[src/rtl/d_input_debouncer.sv]
// Two-flop (or deeper) synchroniser followed by a counter-qualified level FSM.
// Q changes only after s has held the new level for DB_CYCLES consecutive edges.
module d_input_debouncer #(
  parameter int SYNC_STAGES = 2,
  parameter int DB_CYCLES   = 16,
  localparam int CW         = $clog2(DB_CYCLES + 1)
) (
  input  logic          CLK,
  input  logic          RST,
  input  logic          D_raw,
  output logic          Q,
  output logic          Qbar,
  output logic          rise,
  output logic          fall,
  output logic [1:0]    dbg_state,
  output logic [CW-1:0] dbg_cnt
);

  localparam logic [1:0] ST_LOW    = 2'd0;
  localparam logic [1:0] WAIT_HIGH = 2'd1;
  localparam logic [1:0] ST_HIGH   = 2'd2;
  localparam logic [1:0] WAIT_LOW  = 2'd3;

  localparam logic [CW-1:0] CNT_LAST = CW'(DB_CYCLES - 1);
  localparam logic [CW-1:0] CNT_ONE  = CW'(1);

  logic [SYNC_STAGES-1:0] sync_q;
  logic                   s;

  logic [1:0]    state, state_n;
  logic [CW-1:0] cnt, cnt_n;
  logic          q_n, rise_n, fall_n;

  always_ff @(posedge CLK or negedge RST) begin
    if (!RST) sync_q <= '0;
    else      sync_q <= {sync_q[SYNC_STAGES-2:0], D_raw};
  end

  assign s = sync_q[SYNC_STAGES-1];

  // Pulses default low so each accept edge produces exactly one cycle of rise/fall.
  always_comb begin
    state_n = state;
    cnt_n   = cnt;
    q_n     = Q;
    rise_n  = 1'b0;
    fall_n  = 1'b0;
    case (state)
      ST_LOW: begin
        cnt_n = '0;
        if (s) begin
          if (CNT_LAST == '0) begin
            state_n = ST_HIGH;
            q_n     = 1'b1;
            rise_n  = 1'b1;
          end else begin
            state_n = WAIT_HIGH;
            cnt_n   = CNT_ONE;
          end
        end
      end
      WAIT_HIGH: begin
        if (!s) begin
          state_n = ST_LOW;
          cnt_n   = '0;
        end else if (cnt == CNT_LAST) begin
          state_n = ST_HIGH;
          q_n     = 1'b1;
          rise_n  = 1'b1;
          cnt_n   = '0;
        end else begin
          cnt_n = cnt + CNT_ONE;
        end
      end
      ST_HIGH: begin
        cnt_n = '0;
        if (!s) begin
          if (CNT_LAST == '0) begin
            state_n = ST_LOW;
            q_n     = 1'b0;
            fall_n  = 1'b1;
          end else begin
            state_n = WAIT_LOW;
            cnt_n   = CNT_ONE;
          end
        end
      end
      WAIT_LOW: begin
        if (s) begin
          state_n = ST_HIGH;
          cnt_n   = '0;
        end else if (cnt == CNT_LAST) begin
          state_n = ST_LOW;
          q_n     = 1'b0;
          fall_n  = 1'b1;
          cnt_n   = '0;
        end else begin
          cnt_n = cnt + CNT_ONE;
        end
      end
      default: begin
        state_n = ST_LOW;
        cnt_n   = '0;
      end
    endcase
  end

  always_ff @(posedge CLK or negedge RST) begin
    if (!RST) begin
      state <= ST_LOW;
      cnt   <= '0;
      Q     <= 1'b0;
      rise  <= 1'b0;
      fall  <= 1'b0;
    end else begin
      state <= state_n;
      cnt   <= cnt_n;
      Q     <= q_n;
      rise  <= rise_n;
      fall  <= fall_n;
    end
  end

  assign Qbar      = ~Q;
  assign dbg_state = state;
  assign dbg_cnt   = cnt;

endmodule

[config.mk]
export PLATFORM = sky130hd
export DESIGN_NAME = d_input_debouncer
export DESIGN_NICKNAME = d
export VERILOG_FILES = /design/src/rtl/d_input_debouncer.sv
export SDC_FILE = /design/constraint.sdc
export NUM_CORES = 1
export LEC_CHECK = 0
export CORE_AREA = 5 5 42 44
export CTS_CLUSTER_SIZE = 30
export DETAILED_ROUTE_END_ITERATION = 10
export DIE_AREA = 0 0 47 49
export GPL_ROUTABILITY_DRIVEN = 0
export GPL_TIMING_DRIVEN = 0
export MAX_ROUTING_LAYER = met4
export RECOVER_POWER = 25
export SKIP_CTS_REPAIR_TIMING = 1
export SLEW_MARGIN = 20
export SYNTH_ARGS = -nofsm -noshare
export SYNTH_HDL_FRONTEND = slang
export SYNTH_SLANG_ARGS = --single-unit
[constraint.sdc]
create_clock -name CLK -period 2.06 [get_ports CLK]
set_input_delay 0.412 -clock CLK [delete_from_list [all_inputs] [get_ports CLK]]
set_output_delay 0.412 -clock CLK [all_outputs]
set_load 0.01 [all_outputs]
==> impl_metrics.tcl <==
set metrics [dict create \
    cts_tree "done" \
    rsz0062_at_grt "no" \
    die_h_microns 49 \
    clk_latency_ns 0.27 \
    grt-ovfl-total 0 \
    reg2reg_to "Q" \
    nets 62 \
    grt_usage_pct 8.79 \
    yosys.area.top_type_share_pct 60.6 \
    port-buffer-count 13 \
    io_pins 14 \
    core_sq_mm 0.00140 \
    routedWlPerCell_microns 11.4 \
    grt_antenna_before_repair 0 \
    first_iter_violations 2 \
    slowest_delay_ns 0.60 \
    worstSetupPathType "flop to output port" \
    synthTopCellsByCount "dfrtp_1 (12), nand3_1 (4), a21oi_1 (3), inv_1 (3), nor2_1 (3)" \
    ys_ff_latch 12 \
    fin_tns_setup_ns 0 \
    p_per_area_mw_per_mm2 622 \
    critPathSlowestCell "clkdlybuf4s50_1" \
    holdWs_ns 0.355 \
    outcome "finished clean" \
    fin_crit_ns 1.78 \
    reg2reg_depth 4 \
    fin_ws_ns 0.280 \
    die_x_microns 47 \
    first_pass_iters 4 \
    hold_path_depth 0 \
    layout-drive-gt1-share_pct 16.1 \
    worstPathMaxFanout 7 \
    crit_chain "clkdlybuf4s50_1" \
    die_area_sq_mm 0.00230 \
    rows 14 \
    dp_slack_ns 0.557 \
    critPathBufInv 1 \
    cts_buffers 3 \
    critPathLaunchType "flop" \
    critPathTopFamily "buffers and inverters" \
    synthArstFlopShare_pct 100 \
    ys_seq_area_share_pct 60.6 \
    start_util_pct 35.4 \
    synthFlopType "dfrtp_1" \
    finalSetupViolations 0 \
    fillers 148 \
    routed_via_density 4.76 \
    ctsHtreeMaxLevel 1 \
    grt_pass1_wl_microns 1410 \
    tightest_slew_ns 0.517 \
    holdPathEnd "sync_q[1]" \
    min_from "sync_q[0]" \
    antenna_left 0 \
    path_clk_slew_ns 0.07 \
    antenna_cells 0 \
    first_global_vias 326 \
    maxCapViolCount 0 \
    yosysUniqueCellTypes 18 \
    yosysMostFrequentCell "dfrtp_1" \
    period_share_pct 86.4 \
    peakVddDrop_mv 0.387 \
    ys_warn_count 0 \
    synth_area_leaders "dfrtp_1 (61%), nand3_1 (4.0%), xnor2_1 (3.5%)" \
    drv_slew 0 \
    synth_area_leader_cell "dfrtp_1" \
    vias 343 \
    synth_edf_count 0 \
    report.power.total_mw 0.416 \
    p_leak_nw 0.286 \
    drc_errors 0 \
    cp-end-kind "output port" \
    arrival_ns 1.37 \
    rrSetupSlack_ns 0.71 \
    syn_area_sq_um 495 \
    clockRootBuffer "clkbuf_4" \
    slew_headroom_pct 65.4 \
    clock.fmax_mhz 562 \
    hpwl_microns 617 \
    cts_buffer_depth 2 \
    fin_util_pct 47.7 \
    hold_class "flop to flop" \
    finalWirelength_microns 821 \
    syn_to_final_growth_pct 34.8 \
    grt_max_degree 13 \
    worstPathRequired_ns 1.65 \
    synth.net_count 44 \
    regToRegStartpoint "dbg_cnt[0]" \
    synth_cells 40 \
    hold_violations 0 \
    avgSynthCellArea_sq_um 12.4 \
    cts.sinks 12 \
    clock_skew_ns 0.00418 \
]
## layout make-up
class / count / area [sq um] / area share (%)
inverter: 3 / 11.3 / 1.69
clock buffer: 3 / 22.5 / 3.37
multi-input combinational: 25 / 184 / 27.5
tap: 16 / 20.0 / 3.00
timing repair buffer: 13 / 130 / 19.5
sequential: 12 / 300 / 44.9
## per-layer routing
layer | global-route usage (%) | vias to the layer above | routed length, microns
met1 | 11.0 | 160 | 364
met3 | 3.32 | 4 | 46
met2 | 10.9 | 9 | 393
met4 | 6.91 | 0 | 17
li1 | - | 170 | -
met5 | - | - | 0
## per-stage QoR
stage	std cells	cell area, sq um
4_1_cts	72	668
6_report	72	668
2_1_floorplan	40	495
3_3_place_gp	69	646
5_1_grt	72	668
3_5_place_dp	69	646
## worst max path at each step
stage               slack, ns          from            to  cells past startpoint
global route             0.22  dbg_state[0]  dbg_state[0]                      1
floorplan                0.75    dbg_cnt[0]             Q                      4
CTS                      0.27  dbg_state[0]  dbg_state[0]                      1
detailed placement       0.56  dbg_state[0]  dbg_state[0]                      1
finish                   0.28  dbg_state[0]  dbg_state[0]                      1
global placement         0.57  dbg_state[0]  dbg_state[0]                      1
## sequential cells by signal, summed over array words and instances (netlist names), named ones only
name and cells:
sync_q 2, dbg_cnt 5, dbg_state 1, fall 1
rise 1, Q 1
## report_power, final
group	switching, mW	leakage [nW]	internal, mW
combinational	0.0122	0.114	0.0144
clock	0.0733	0.0138	0.0676
sequential	0.00708	0.158	0.241
total	0.0926	0.286	0.323
## cells by family after synthesis
kind of cell               after synthesis  share of synthesized area, %
buffers and inverters                    3                          2.27
muxes                                    2                          4.29
adders and majority gates                1                          2.52
xor gates and xnor gates                 2                          3.54
and+or+nand+nor                         15                          19.4
AOI/OAI and AO/OA                        5                          7.32
DFF                                     12                          60.6
## worst reg2reg max path: cells and delay by family, from the launching register on
family          cells  cell delay [ns]
flops               1             0.42
simple gates        1             0.25
fa+ha+maj           1             0.27
compound gates      2             0.34
## placed cells by master, fill, tap and decap left out, drive strengths merged
master / n
nand2b: 2
inv: 3
dfrtp: 12
a2bb2oi: 1
mux2: 1
nor3: 1
nor3b: 1
a31oi: 1
dlygate4sd3: 2
xnor2: 2
mux2i: 1
nand3: 4
nand2: 3
nor2: 3
a21oi: 3
and4b: 1
clkdlybuf4s50: 11
clkbuf: 3
ha: 1
(Power assumes the default switching activity.)
